## config.mk

```make
export PLATFORM = sky130hd
export DESIGN_NAME = switch_nport
export DESIGN_NICKNAME = d
export VERILOG_FILES = /design/src/rtl/switch_nport.sv
export SDC_FILE = /design/constraint.sdc
export NUM_CORES = 1
export LEC_CHECK = 0
export CORE_MARGIN = 4
export CORE_UTILIZATION = 61
export CTS_BUF_LIST = sky130_fd_sc_hd__clkbuf_16
export DETAILED_ROUTE_END_ITERATION = 8
export PLACE_DENSITY = 0.82
export SKIP_LAST_GASP = 1
export SLEW_MARGIN = 20
export SYNTH_ARGS = -nofsm -noshare
export SYNTH_HDL_FRONTEND = slang
export SYNTH_SLANG_ARGS = --single-unit
```

## constraint.sdc

```tcl
create_clock -name clk -period 4.8 [get_ports clk]
set_clock_uncertainty 0.15 [all_clocks]
set_input_delay 0.96 -clock clk [delete_from_list [all_inputs] [get_ports clk]]
set_output_delay 0.96 -clock clk [all_outputs]
set_load 0.005 [all_outputs]
```

## src/rtl/switch_nport.sv

```systemverilog
// Address-routed packet switch: one valid/ready input stream fanned out to NUM_PORTS
// independent first-word-fall-through output FIFOs, with per-port enable and drop counter.
module switch_nport #(
  parameter int unsigned DATA_W     = 16,
  parameter int unsigned ADDR_W     = 8,
  parameter int unsigned NUM_PORTS  = 4,
  parameter int unsigned FIFO_DEPTH = 4,
  parameter int unsigned CNT_W      = 8
) (
  input  logic                          clk,
  input  logic                          rstn,
  input  logic                          vld,
  output logic                          rdy,
  input  logic [ADDR_W-1:0]             addr,
  input  logic [DATA_W-1:0]             data,
  input  logic [NUM_PORTS-1:0]          port_en,
  output logic [NUM_PORTS-1:0]          out_vld,
  input  logic [NUM_PORTS-1:0]          out_rdy,
  output logic [NUM_PORTS*ADDR_W-1:0]   out_addr,
  output logic [NUM_PORTS*DATA_W-1:0]   out_data,
  output logic [CNT_W-1:0]              drop_cnt
);

  localparam int unsigned PORT_BITS = $clog2(NUM_PORTS);
  localparam int unsigned PTR_W     = $clog2(FIFO_DEPTH);
  localparam int unsigned ENT_W     = ADDR_W + DATA_W;
  localparam logic [PTR_W:0] PtrOne = 1;

  logic [PORT_BITS-1:0] dest;
  logic                 dest_en;
  logic                 accept;
  logic [ENT_W-1:0]     in_entry;

  logic [NUM_PORTS-1:0] full, empty, push, pop;
  logic [PTR_W:0]       wr_ptr_q [NUM_PORTS];
  logic [PTR_W:0]       rd_ptr_q [NUM_PORTS];
  logic [PTR_W:0]       cnt      [NUM_PORTS];
  logic [PTR_W:0]       rd_inc   [NUM_PORTS];
  logic [ENT_W-1:0]     mem_q    [NUM_PORTS][FIFO_DEPTH];
  logic [ENT_W-1:0]     head_q   [NUM_PORTS];
  logic [ENT_W-1:0]     head_d   [NUM_PORTS];
  logic [CNT_W-1:0]     drop_q;

  assign dest     = addr[ADDR_W-1 -: PORT_BITS];
  assign dest_en  = port_en[dest];
  assign in_entry = {addr, data};

  // Disabled destinations are always ready so dropped beats never stall the source.
  assign rdy    = rstn && (!dest_en || !full[dest]);
  assign accept = vld && rdy;

  always_comb begin
    for (int p = 0; p < NUM_PORTS; p++) begin
      full[p]   = (wr_ptr_q[p][PTR_W] != rd_ptr_q[p][PTR_W]) &&
                  (wr_ptr_q[p][PTR_W-1:0] == rd_ptr_q[p][PTR_W-1:0]);
      empty[p]  = (wr_ptr_q[p] == rd_ptr_q[p]);
      push[p]   = accept && dest_en && (dest == PORT_BITS'(p));
      pop[p]    = !empty[p] && out_rdy[p];
      cnt[p]    = wr_ptr_q[p] - rd_ptr_q[p];
      rd_inc[p] = rd_ptr_q[p] + PtrOne;
      head_d[p] = head_q[p];
      // The head register tracks the entry that will be at the front after this edge.
      if (empty[p] && push[p]) begin
        head_d[p] = in_entry;
      end else if (pop[p]) begin
        if (cnt[p] == PtrOne) begin
          if (push[p]) head_d[p] = in_entry;
        end else begin
          head_d[p] = mem_q[p][rd_inc[p][PTR_W-1:0]];
        end
      end
    end
  end

  always_ff @(posedge clk or negedge rstn) begin
    if (!rstn) begin
      for (int p = 0; p < NUM_PORTS; p++) begin
        wr_ptr_q[p] <= '0;
        rd_ptr_q[p] <= '0;
        head_q[p]   <= '0;
      end
      drop_q <= '0;
    end else begin
      for (int p = 0; p < NUM_PORTS; p++) begin
        if (push[p]) wr_ptr_q[p] <= wr_ptr_q[p] + PtrOne;
        if (pop[p])  rd_ptr_q[p] <= rd_inc[p];
        head_q[p] <= head_d[p];
      end
      if (accept && !dest_en && (drop_q != {CNT_W{1'b1}})) drop_q <= drop_q + 1'b1;
    end
  end

  // Storage needs no reset; the pointers define which entries are live.
  always_ff @(posedge clk) begin
    for (int p = 0; p < NUM_PORTS; p++) begin
      if (push[p]) mem_q[p][wr_ptr_q[p][PTR_W-1:0]] <= in_entry;
    end
  end

  always_comb begin
    out_addr = '0;
    out_data = '0;
    for (int p = 0; p < NUM_PORTS; p++) begin
      out_addr[p*ADDR_W +: ADDR_W] = head_q[p][ENT_W-1 -: ADDR_W];
      out_data[p*DATA_W +: DATA_W] = head_q[p][DATA_W-1:0];
    end
  end

  assign out_vld  = ~empty;
  assign drop_cnt = drop_q;

endmodule
```

==> flow_results.org <==
** Clocking
- The number of hold buffers added after CTS was 0.
- The H-tree was split into 2 levels.
- Clock insertion delay at the later pin of the skew report :: about 0.55 ns
- CTS saw 512 sinks.
- Clock slew at reported path FFs :: roughly 0.060 ns
- In this run, post-CTS repair resized a total of 0 instances.
- Number of buffers created by CTS :: 49
- Maximum root-to-sink buffer count :: 3
- CTS tree :: yes
- Clock tree synthesis selected as its root buffer the cell clkbuf_16.
- Buffers added to address setup during post-CTS repair amount to 0.

** GRT
- Pin count of the biggest net entering global routing :: 58
- Number of global-route vias before repair :: ~11000
- The initial antenna violation count came to 2.
- Wire length of the first global-routing pass :: 72.3 mm
- GRT Util Overall :: about a quarter
- Global routing consumed, on the met3 layer, under 10% of the routing resources.
- GR Layer Usage met1 :: roughly 37%
- Global routing consumed, on the met2 layer, 39.3% of the routing resources.
- Overflow after GRT :: 0
- met2 is the most crowded layer.

** Timing
- Worst slew margin relative to its limit :: 28.6%
- Final setup violation count :: 0
- Worst slack on hold paths :: 0.202 ns
- At the pin with the least slew margin, the transition time is 1.07 ns.
- For this run, the top clock speed supported by timing is 243 MHz.
- Final critical-path required period :: 4.12 ns
- Final Hold Vio Count :: 0
- Setup slack closes at between 0.6 and 0.7 ns.
- Accumulated negative setup slack :: 0 ns
- The number of pins exceeding their max-slew limit in the final report was 0.
- After layout, the worst path uses between 80% and 90% of the clock period.
- Unrepaired setup endpoints after global routing :: no

** Routing
- Total number of vias :: 11100
- Number of design rule violations left after detail routing :: 0
- The detailed router finished its first iteration with 1056 violations.
- Once detail routing completed, the nets flagged for antenna violations numbered 0.
- Detailed-route vias per instance :: 6.25
- The routed design has roughly 47 mm of wire.
- Wire length per cell after detailed routing :: approximately 27 um
- 1st-pass router iterations :: 5

** Placed design
- Place WS :: 0.681 ns
- Placed cells :: around 1700
- After legalization and detailed placement, the total HPWL measured between 20 and 30 mm.
- Post-Place Cell Area :: 23300 sq um
- Port Buffers :: 143
- The congestion estimate from routability-driven global placement came to 0.865.

** Layout
- Fill cells in the final layout number 1971.
- The final layout contains 1348 nets.
- Post-Route Utilization :: 73.5%
- Post-route non-filler standard cell count :: approximately 1800
- Share of final-layout standard cells stronger than drive strength 1 :: 26.7%
- Summing all non-filler instances in the final layout gives an area of between 20000 and 25000 sq um.
- From synthesis to final layout, the design area changed by 17.9%.

** Power and ir drop
- Total chip power :: 16.8 mW
- Total power per unit cell area :: just under 700 nW/um^2
- Worst VDD drop :: between 300 and 400 uV
- Leakage dissipation :: about 9.0 nW

** Critical path
- Depth of the worst register-to-register path :: 9
- Capture point of the worst path :: rdy
- The endpoint identified for the worst register-to-register timing path is out_data[58]$_DFFE_PN0P_.
- In this run the critical register-to-register path is launched from wr_ptr_q[0]$_DFFE_PN0P_.
- The critical path is of the primary input to output pin type.
- Critical path startpoint category :: primary input
- Critical Path Sink Type :: output pin
- Top fanout value on the critical path :: 15
- Data required time at the worst endpoint :: 3.69 ns
- Tracing the worst setup path back leads to its startpoint at addr[7].
- At the worst endpoint, the arrival time is between 3 and 4 ns.
- Across all register-to-register paths, the minimum setup slack is 1.21 ns.

** Synthesis
- After technology mapping, the gate count stands at 1076.
- Count of warnings emitted by yosys :: 0
- Number of synthesized flops with an enable pin :: 384
- Main synth FF type :: edfxtp_1
- Number of storage elements in the synthesis netlist :: 512
- Top cells by count, synth :: edfxtp_1, dfrtp_1, mux4_2
- Leading area contributor after synthesis :: edfxtp_1
- The share of the Yosys chip area taken by registers is 69.8%.
- Dividing the synthesized area by the synthesized cell count gives 19.6 sq um.
- In the synthesized netlist the async set-or-reset flop fraction comes to 25.0%.
- Yosys instantiated no cell more often than edfxtp_1.
- Net count after synthesis :: 1144
- Sorting the synthesized cells by area gives the leading types as edfxtp_1, dfrtp_1, mux4_2.
- The cell area that synthesis handed to floorplanning was 21100 sq um.
- Summed over its instances, the top area cell type makes up 54.6% of the synthesized netlist area.
- After synthesis, the netlist uses 69 different library cells.

** Floorplan
- Once the floorplan was initialized, standard cells occupied roughly 62% of the core.
- The floorplan has 67 rows.
- The die covers 37600 sq um.
- Core area :: roughly 34000 sq um
- The die is 194 um wide.
- For this design the top-level I/O count stands at ~140.
- Vertical extent of the die :: 194 um

** Min path
- Class of the worst hold path :: primary input to async pin

** Run
- The tool flagged a number of max-cap violations equal to 0.

** Status
- Result of the run :: finished, final reports clean
critical path: stages:
cell,delay [ns]
clkdlybuf4s50_1,0.64
buf_4,0.29
nand2b_1,0.19
a21oi_1,0.06
o31a_1,0.39
clkdlybuf4s50_1,0.48
layout make-up:
cell class              instances  area [sq um]  area share (%)
multi-input cells             491          5990            24.1
inverters                      17          63.8           0.256
clock inverters                39           313            1.26
well taps                     448           561            2.25
diodes                          2          5.00          0.0201
clock buffers                  51          1280            5.13
flip-flops and latches        512         14700            59.2
repair buffers                209          1940            7.80
report_power, final:
group	internal, mW	total [mW]	leakage (nW)	switching (mW)
clock	2.19	3.78	0.815	1.59
combinational	4.00	7.11	3.19	3.11
sequential	5.41	5.87	4.95	0.462
total	11.6	16.8	8.96	5.16
cells by family (layout without fill, tap and decap cells):
| family | count (synthesis) | count (layout) | share of synthesized area (%) |
|---|---|---|---|
| buffers and inverters | 73 | 316 | 1.80 |
| xor gates and xnor gates | 33 | 33 | 1.61 |
| other | 0 | 2 | 0 |
| adders and majority gates | 33 | 33 | 2.10 |
| DFF | 512 | 512 | 69.8 |
| AOI/OAI and AO/OA | 88 | 88 | 4.01 |
| and+or+nand+nor | 123 | 123 | 3.49 |
| muxes | 214 | 214 | 17.2 |
state kept, by name (all words and copies together) (netlist names):
signal    cells
out_data     64
out_addr     32
mem_q       384
wr_ptr_q     12
drop_cnt      8
rd_ptr_q     12
routing by layer:
metal	wire [um]	vias to the layer above
met2	22600	542
met3	4370	92
met1	18800	5737
li1	-	4689
met5	0	-
met4	1640	0
cells in the final DEF, fill, tap and decap left out, types with 5 or more instances in the layout:
master	n
o2bb2ai_1	23
mux2_4	40
edfxtp_1	384
and2_1	43
inv_1	28
buf_4	65
clkbuf_16	51
and3_1	5
o21ai_0	9
or3_1	22
clkinv_1	8
nand2_1	26
xnor2_1	17
mux2_2	34
mux2i_1	25
o221a_2	22
ha_1	27
dfrtp_1	128
mux2_1	17
nand3_1	5
clkinv_2	8
bufinv_16	5
clkdlybuf4s50_1	142
xor2_1	12
mux4_2	97
worst min path at each step:
stage / start / endpoint / slack [ns] / cells after the start
2_1_floorplan: drop_cnt[7]$_DFFE_PN0P_ / drop_cnt[7]$_DFFE_PN0P_ / 0.33 / 1
3_3_place_gp: drop_cnt[5]$_DFFE_PN0P_ / drop_cnt[5]$_DFFE_PN0P_ / 0.32 / 1
3_5_place_dp: out_data[14]$_DFFE_PN0P_ / out_data[14]$_DFFE_PN0P_ / 0.34 / 1
4_1_cts: rstn / out_data[51]$_DFFE_PN0P_ / 0.19 / 1
5_1_grt: rstn / drop_cnt[7]$_DFFE_PN0P_ / 0.21 / 1
6_report: rstn / out_data[51]$_DFFE_PN0P_ / 0.20 / 1
(Power assumes the default switching activity.)
